## config.mk

```make
export PLATFORM = sky130hd
export DESIGN_NAME = psqwg_sequencer_flat
export DESIGN_NICKNAME = d
export VERILOG_FILES = /design/src/rtl/psqwg_sequencer_if.sv /design/src/rtl/psqwg_sequencer.sv /design/src/flat_wrapper.sv
export SDC_FILE = /design/constraint.sdc
export NUM_CORES = 1
export LEC_CHECK = 0
export CAP_MARGIN = 20
export CORE_MARGIN = 2
export CORE_UTILIZATION = 44
export CTS_CLUSTER_SIZE = 8
export DETAILED_ROUTE_END_ITERATION = 6
export DONT_BUFFER_PORTS = 1
export GPL_TIMING_DRIVEN = 1
export PLACE_DENSITY = 0.66
export SLEW_MARGIN = 10
export SYNTH_ARGS = -nofsm -noshare
export SYNTH_HDL_FRONTEND = slang
export SYNTH_SLANG_ARGS = --single-unit
export TNS_END_PERCENT = 30
```

## constraint.sdc

```tcl
create_clock -name clk -period 2.9 [get_ports clk]
set_input_delay 0.58 -clock clk [delete_from_list [all_inputs] [get_ports clk]]
set_output_delay 0.58 -clock clk [all_outputs]
set_load 0.05 [all_outputs]
```

## src/rtl/psqwg_sequencer_if.sv

```systemverilog
// Signal bundle between the square-wave sequencer, its host and the generator.
// Compile with PSQWG_SEQ_STATUS_EN defined to add the period_cnt status output.
interface psqwg_sequencer_if #(
  parameter int unsigned M_BITS   = 4,
  parameter int unsigned N_BITS   = 4,
  parameter int unsigned IDX_BITS = 2,
  parameter int unsigned REP_BITS = 8
);
  logic                wr_en;
  logic [IDX_BITS-1:0] wr_addr;
  logic [M_BITS-1:0]   wr_m;
  logic [N_BITS-1:0]   wr_n;
  logic [REP_BITS-1:0] wr_rep;
  logic                start;
  logic                stop;
  logic                loop;
  logic                sq_wave;
  logic [M_BITS-1:0]   m;
  logic [N_BITS-1:0]   n;
  logic                gen_en;
  logic                wave_out;
  logic                busy;
  logic                done;
  logic [IDX_BITS-1:0] cur_idx;
`ifdef PSQWG_SEQ_STATUS_EN
  logic [15:0]         period_cnt;
`endif

  modport master (
    output wr_en, wr_addr, wr_m, wr_n, wr_rep, start, stop, loop, sq_wave,
    input  m, n, gen_en, wave_out, busy, done, cur_idx
`ifdef PSQWG_SEQ_STATUS_EN
    , period_cnt
`endif
  );

  modport slave (
    input  wr_en, wr_addr, wr_m, wr_n, wr_rep, start, stop, loop, sq_wave,
    output m, n, gen_en, wave_out, busy, done, cur_idx
`ifdef PSQWG_SEQ_STATUS_EN
    , period_cnt
`endif
  );
endinterface

```

## src/rtl/psqwg_sequencer.sv

```systemverilog
// Plays a table of (m, n, repeat) entries through an external square-wave generator.
// Optional PSQWG_SEQ_STATUS_EN adds a saturating completed-period counter (period_cnt).
module psqwg_sequencer #(
  parameter int unsigned M_BITS   = 4,
  parameter int unsigned N_BITS   = 4,
  parameter int unsigned DEPTH    = 4,
  parameter int unsigned IDX_BITS = 2,
  parameter int unsigned REP_BITS = 8
) (
  input  logic             clk,
  input  logic             rst,
  psqwg_sequencer_if.slave bus
);
  localparam int unsigned LAST_IDX = DEPTH - 1;

  typedef struct packed {
    logic [REP_BITS-1:0] rep;
    logic [N_BITS-1:0]   n;
    logic [M_BITS-1:0]   m;
  } entry_t;

  typedef enum logic [1:0] {IDLE = 2'd0, LOAD = 2'd1, RUN = 2'd2, NEXT = 2'd3} state_t;

  entry_t              table_q [DEPTH];
  state_t              state_q, state_d;
  logic [IDX_BITS-1:0] idx_q, idx_d;
  logic [M_BITS-1:0]   m_q, m_d;
  logic [N_BITS-1:0]   n_q, n_d;
  logic [REP_BITS-1:0] rep_q, rep_d;
  logic [REP_BITS-1:0] rise_cnt_q, rise_cnt_d;
  logic                sq_prev_q;
  logic                pass_valid_q, pass_valid_d;
  logic                gen_en_q, gen_en_d;
  logic                busy_q, busy_d;
  logic                done_q, done_d;

  entry_t cur_e;
  logic   rise;
  logic   term;
  logic   entry_ok;
  logic   start_ok;

  assign cur_e    = table_q[idx_q];
  assign rise     = bus.sq_wave & ~sq_prev_q;
  assign term     = (state_q == RUN) && rise && (rise_cnt_q == rep_q);
  assign entry_ok = (cur_e.m != '0) && (cur_e.n != '0) && (cur_e.rep != '0);
  assign start_ok = (state_q == IDLE) && bus.start && !bus.stop;

  // Table storage; fields are only consumed at LOAD, so writes never disturb a playing entry
  always_ff @(posedge clk or posedge rst) begin
    if (rst) begin
      for (int i = 0; i < int'(DEPTH); i++) table_q[i] <= '0;
    end else if (bus.wr_en) begin
      table_q[bus.wr_addr] <= {bus.wr_rep, bus.wr_n, bus.wr_m};
    end
  end

  always_ff @(posedge clk or posedge rst) begin
    if (rst) begin
      state_q      <= IDLE;
      idx_q        <= '0;
      m_q          <= '0;
      n_q          <= '0;
      rep_q        <= '0;
      rise_cnt_q   <= '0;
      sq_prev_q    <= 1'b0;
      pass_valid_q <= 1'b0;
      gen_en_q     <= 1'b0;
      busy_q       <= 1'b0;
      done_q       <= 1'b0;
    end else begin
      state_q      <= state_d;
      idx_q        <= idx_d;
      m_q          <= m_d;
      n_q          <= n_d;
      rep_q        <= rep_d;
      rise_cnt_q   <= rise_cnt_d;
      sq_prev_q    <= bus.sq_wave;
      pass_valid_q <= pass_valid_d;
      gen_en_q     <= gen_en_d;
      busy_q       <= busy_d;
      done_q       <= done_d;
    end
  end

  always_comb begin
    state_d      = state_q;
    idx_d        = idx_q;
    m_d          = m_q;
    n_d          = n_q;
    rep_d        = rep_q;
    rise_cnt_d   = rise_cnt_q;
    pass_valid_d = pass_valid_q;
    done_d       = 1'b0;

    case (state_q)
      IDLE: begin
        if (start_ok) begin
          state_d      = LOAD;
          idx_d        = '0;
          pass_valid_d = 1'b0;
        end
      end
      LOAD: begin
        m_d        = cur_e.m;
        n_d        = cur_e.n;
        rep_d      = cur_e.rep;
        rise_cnt_d = '0;
        if (entry_ok) begin
          state_d      = RUN;
          pass_valid_d = 1'b1;
        end else begin
          state_d = NEXT;
        end
      end
      RUN: begin
        // rise_cnt counts periods begun; the rise after the rep-th one closes the entry
        if (term) begin
          state_d = NEXT;
        end else if (rise) begin
          rise_cnt_d = rise_cnt_q + REP_BITS'(1);
        end
      end
      NEXT: begin
        if (idx_q != IDX_BITS'(LAST_IDX)) begin
          idx_d   = idx_q + IDX_BITS'(1);
          state_d = LOAD;
        end else if (bus.loop && pass_valid_q) begin
          idx_d        = '0;
          pass_valid_d = 1'b0;
          state_d      = LOAD;
        end else begin
          idx_d   = '0;
          done_d  = 1'b1;
          state_d = IDLE;
        end
      end
      default: state_d = IDLE;
    endcase

    if ((state_q != IDLE) && bus.stop) begin
      state_d = IDLE;
      idx_d   = '0;
      done_d  = 1'b0;
    end

    gen_en_d = (state_d == RUN);
    busy_d   = (state_d != IDLE);
  end

  assign bus.m        = m_q;
  assign bus.n        = n_q;
  assign bus.gen_en   = gen_en_q;
  assign bus.busy     = busy_q;
  assign bus.done     = done_q;
  assign bus.cur_idx  = idx_q;
  // Gate off the terminating rise and the stop cycle so no partial period leaks out
  assign bus.wave_out = (state_q == RUN) & bus.sq_wave & ~term & ~bus.stop;

`ifdef PSQWG_SEQ_STATUS_EN
  logic [15:0] period_cnt_q, period_cnt_d;

  always_comb begin
    period_cnt_d = period_cnt_q;
    if (start_ok) begin
      period_cnt_d = '0;
    end else if ((state_q == RUN) && rise && (rise_cnt_q != '0) && (period_cnt_q != 16'hFFFF)) begin
      period_cnt_d = period_cnt_q + 16'd1;
    end
  end

  always_ff @(posedge clk or posedge rst) begin
    if (rst) period_cnt_q <= '0;
    else     period_cnt_q <= period_cnt_d;
  end

  assign bus.period_cnt = period_cnt_q;
`endif
endmodule

```

## src/flat_wrapper.sv

```systemverilog
// flat-port wrapper written by rule: the top's interface ports become plain ports
module psqwg_sequencer_flat 
#(
  parameter int unsigned M_BITS   = 4,
  parameter int unsigned N_BITS   = 4,
  parameter int unsigned DEPTH    = 4,
  parameter int unsigned IDX_BITS = 2,
  parameter int unsigned REP_BITS = 8
)
  (clk, rst, bus_wr_en, bus_wr_addr, bus_wr_m, bus_wr_n, bus_wr_rep, bus_start, bus_stop, bus_loop, bus_sq_wave, bus_m, bus_n, bus_gen_en, bus_wave_out, bus_busy, bus_done, bus_cur_idx);
  psqwg_sequencer_if #(.M_BITS(M_BITS), .N_BITS(N_BITS), .IDX_BITS(IDX_BITS), .REP_BITS(REP_BITS)) bus_i ();
  input  logic clk;
  input  logic rst;
  input wire logic [$bits(bus_i.wr_en)-1:0] bus_wr_en;
  input wire logic [$bits(bus_i.wr_addr)-1:0] bus_wr_addr;
  input wire logic [$bits(bus_i.wr_m)-1:0] bus_wr_m;
  input wire logic [$bits(bus_i.wr_n)-1:0] bus_wr_n;
  input wire logic [$bits(bus_i.wr_rep)-1:0] bus_wr_rep;
  input wire logic [$bits(bus_i.start)-1:0] bus_start;
  input wire logic [$bits(bus_i.stop)-1:0] bus_stop;
  input wire logic [$bits(bus_i.loop)-1:0] bus_loop;
  input wire logic [$bits(bus_i.sq_wave)-1:0] bus_sq_wave;
  output wire logic [$bits(bus_i.m)-1:0] bus_m;
  output wire logic [$bits(bus_i.n)-1:0] bus_n;
  output wire logic [$bits(bus_i.gen_en)-1:0] bus_gen_en;
  output wire logic [$bits(bus_i.wave_out)-1:0] bus_wave_out;
  output wire logic [$bits(bus_i.busy)-1:0] bus_busy;
  output wire logic [$bits(bus_i.done)-1:0] bus_done;
  output wire logic [$bits(bus_i.cur_idx)-1:0] bus_cur_idx;
  assign bus_i.wr_en = bus_wr_en;
  assign bus_i.wr_addr = bus_wr_addr;
  assign bus_i.wr_m = bus_wr_m;
  assign bus_i.wr_n = bus_wr_n;
  assign bus_i.wr_rep = bus_wr_rep;
  assign bus_i.start = bus_start;
  assign bus_i.stop = bus_stop;
  assign bus_i.loop = bus_loop;
  assign bus_i.sq_wave = bus_sq_wave;
  assign bus_m = bus_i.m;
  assign bus_n = bus_i.n;
  assign bus_gen_en = bus_i.gen_en;
  assign bus_wave_out = bus_i.wave_out;
  assign bus_busy = bus_i.busy;
  assign bus_done = bus_i.done;
  assign bus_cur_idx = bus_i.cur_idx;
  psqwg_sequencer #(.M_BITS(M_BITS), .N_BITS(N_BITS), .DEPTH(DEPTH), .IDX_BITS(IDX_BITS), .REP_BITS(REP_BITS)) u_core (.clk(clk), .rst(rst), .bus(bus_i));
endmodule
```

==> impl_metrics.env <==
export IMPL_num_antenna_cells=0
export IMPL_synth_cell_types=39
export IMPL_rows=37
export IMPL_wire_per_inst_um=18.05
export IMPL_finalSetupTns_ns=0
export IMPL_cp_num_buf_inv=3
export IMPL_crit_top_cell="nor3_1"
export IMPL_numCtsBuffers=9
export IMPL_worstPathArrival_ns=2.13
export IMPL_h_tree_depth=3
export IMPL_critPathCaptureType="output port"
export IMPL_clockRootBuffer="clkbuf_8"
export IMPL_relSlewSlack_pct=42.60
export IMPL_holdBufCountCts=0
export IMPL_yosys_warnings=0
export IMPL_start_util_pct=44.70
export IMPL_rsz0062_at_grt="no"
export IMPL_clk_pin_slew_ns=0.09
export IMPL_syn_nets=341
export IMPL_fp_dieH_um=105.5
export IMPL_fmax_mhz=369.1
export IMPL_hold_viol_final=0
export IMPL_track_usage_pct=15.77
export IMPL_peakVddDrop_mv=0.2974
export IMPL_ant_nets=0
export IMPL_period_share_pct=93.42
export IMPL_fin_util_pct=48.67
export IMPL_grt_pass1_wl_um=13630
export IMPL_drc=0
export IMPL_synth_cells=309
export IMPL_cts_sinks=97
export IMPL_ys_flop_type="dfrtp_1"
export IMPL_cts_tree="done"
export IMPL_avgSynthCellArea_um2=14.67
export IMPL_drt_pass1_iterations=4
export IMPL_coreArea_um2=10140
export IMPL_avgViaCountPerCell=5.430
export IMPL_path_max_fanout=10
export IMPL_grt_pass1_vias=2582
export IMPL_period_needed_ns=2.709
export IMPL_startpoint_type="flip-flop"
export IMPL_ys_ff_latch=97
export IMPL_drv_cap=0
export IMPL_grt_antenna_before_repair=0
export IMPL_final_nets=351
export IMPL_totalWireLength_um=8302
export IMPL_path_class="flip-flop to output port"
export IMPL_setup_viol=0
export IMPL_drive_gt1_share_pct=38.27
export IMPL_clock_latency_ns=0.35
export IMPL_syn2layout_area_growth_pct=8.890
export IMPL_floorplan_die_area_um2=11130
export IMPL_final_setup_skew_ns=0.01236
export IMPL_synth_edf_count=0
export IMPL_grt_ovfl_total=0
export IMPL_hold_path_class="input port to asynchronous set/reset pin"
export IMPL_slowest_stage="dfrtp_1"
export IMPL_place_hpwl_um=5798
export IMPL_critPathTopFamily="simple AND/OR/NAND/NOR gates"
export IMPL_gp_congestion=0.7913
export IMPL_tightest_slew_ns=0.8610
export IMPL_netlist_area_um2=4532
export IMPL_async_flop_share_pct=100.0
export IMPL_die_x_um=105.5
export IMPL_numPortBuffers=0
export IMPL_p_leak_nw=2.055
export IMPL_synth_seq_area_share_pct=53.56
export IMPL_vias=2498
export IMPL_power_density_nw_per_um2=880.9
export IMPL_io_pins=39
export IMPL_r2r_cells=6
export IMPL_cts_setup_buffers=0
export IMPL_drt_iter0_drc=123
export IMPL_outcome="complete, no violations"
export IMPL_cpPeakStageDelay_ns=0.42
export IMPL_grt_max_degree=47
export IMPL_worstPathRequired_ns=2.32
export IMPL_worstSetupPathDepth=7
export IMPL_maxSlewViolCount=0
export IMPL_clockBufferDepth=2
export IMPL_path_cells="inv_1 -> ha_2 -> inv_2 -> or3_4 -> nor3_1 -> nor3_1 -> buf_4"
==> final timing paths <==
| check | from | slack, ns | to |
|---|---|---|---|
| setup / recovery | u_core.state_q[0] | 0.19 | bus_wave_out |
| hold / removal | rst | 0.20 | u_core.rise_cnt_q[7] |
| setup reg to reg | u_core.bus.cur_idx[0] | 0.52 | u_core.bus.gen_en |
| hold reg to reg | u_core.table_q[44] | 0.50 | u_core.table_q[44] |
| max in group asynchronous | rst | 1.98 | u_core.rep_q[3] |
| min in group clk | bus_sq_wave | 0.27 | u_core.sq_prev_q |
==> metal layers <==
metal / global-route usage (%) / vias to the layer above / routed length, um
met4: 5.714 / 0 / 103
met2: 24.19 / 38 / 3973
met1: 22.15 / 1290 / 3914
li1: - / 1162 / -
met5: 0 / - / 0
met3: 3.463 / 8 / 311
==> cells by family (layout without fill, tap and decap cells) <==
family / after synthesis / in the layout / synth area share (%)
AO/OA/AOI/OAI: 27 / 27 / 3.865
XOR/XNOR: 8 / 8 / 1.546
adder cells (fa/ha/maj): 7 / 7 / 1.933
buffers and inverters: 17 / 32 / 2.816
flip-flops: 97 / 97 / 53.56
multiplexers: 99 / 99 / 29.54
AND/OR/NAND/NOR: 54 / 54 / 6.736
==> repair_timing <==
action	CTS	global route
endpoints found under the setup margin	0	1
resized for setup	0	1
hold endpoints to repair	0	0
==> flip-flops by register name, indices dropped and copies added, names as in the netlist <==
name and flops:
u_core.rep_q 8, u_core.pass_valid_q 1, u_core.bus.gen_en 1, u_core.bus.n 4, u_core.bus.cur_idx 2, u_core.rise_cnt_q 8
u_core.table_q 64, u_core.bus.busy 1, u_core.state_q 2, u_core.bus.done 1, u_core.bus.m 4, u_core.sq_prev_q 1
==> layout by cell type, fill, tap and decap left out, types with 6 or more instances in the layout <==
cell      netlist  routed
xnor2_1         7       7
ha_1            7       6
nor2_1          8       8
mux4_1         12      12
nand2_1        13      13
mux2_2         82      82
buf_4           0       9
dfrtp_1        97      97
clkbuf_8        3      10
nand3_1         7       7
o21ai_0        14      14
==> Yosys cell counts, drive strengths merged, types with 2 or more instances <==
master  instances  area share (%)
a21oi           3            0.33
a31oi           2            0.28
and3            4            0.55
buf             4             1.0
clkbuf          8             1.4
dfrtp          97              54
ha              7             1.9
inv             5            0.41
mux2           82              20
mux4           16             8.9
nand2          13             1.1
nand2b          4            0.55
nand3           8            0.99
nand3b          3            0.50
nor2            8            0.66
nor3            3            0.33
nor4            6             1.1
o21ai          14             1.5
o31ai           5             1.1
xnor2           7             1.4
==> where the power goes <==
group          leakage, nW  switching, mW  internal, mW
logic                0.767          0.591         0.654
registers             1.18          0.450          1.68
clock network        0.113          0.458         0.513
total                 2.06           1.50          2.85
==> layout make-up <==
class | instances | area [um2]
fill | 867 | 5204
sequential | 97 | 2427
multi-input combinational | 195 | 1979
tap | 136 | 170.2
clock buffer | 10 | 137.6
timing repair buffer | 11 | 107.6
clock inverter | 6 | 90.09
inverter | 5 | 22.52
==> metrics by stage <==
step / std cells / hold slack [ns] / worst slack (ns) / total power, mW / area [um2]
6_report: 460 / 0.2002 / 0.1907 / 4.347 / 4935
5_1_grt: 460 / 0.2390 / 0.05270 / 4.568 / 4935
3_3_place_gp: 444 / 0.4787 / 0.5453 / 3.383 / 4705
3_5_place_dp: 444 / 0.4889 / 0.4990 / 3.414 / 4705
2_1_floorplan: 309 / 0.4703 / 0.1992 / 3.170 / 4536
4_1_cts: 460 / 0.2054 / 0.1035 / 4.390 / 4932
==> worst reg2reg max path, cell delays in order, from the launching register on <==
cell	delay [ns]
dfrtp_1	0.44
buf_12	0.24
mux4_1	0.62
nor4_1	0.40
a211o_1	0.24
nand3_2	0.11
and3_1	0.23
Power figures use the tool's default switching activity.
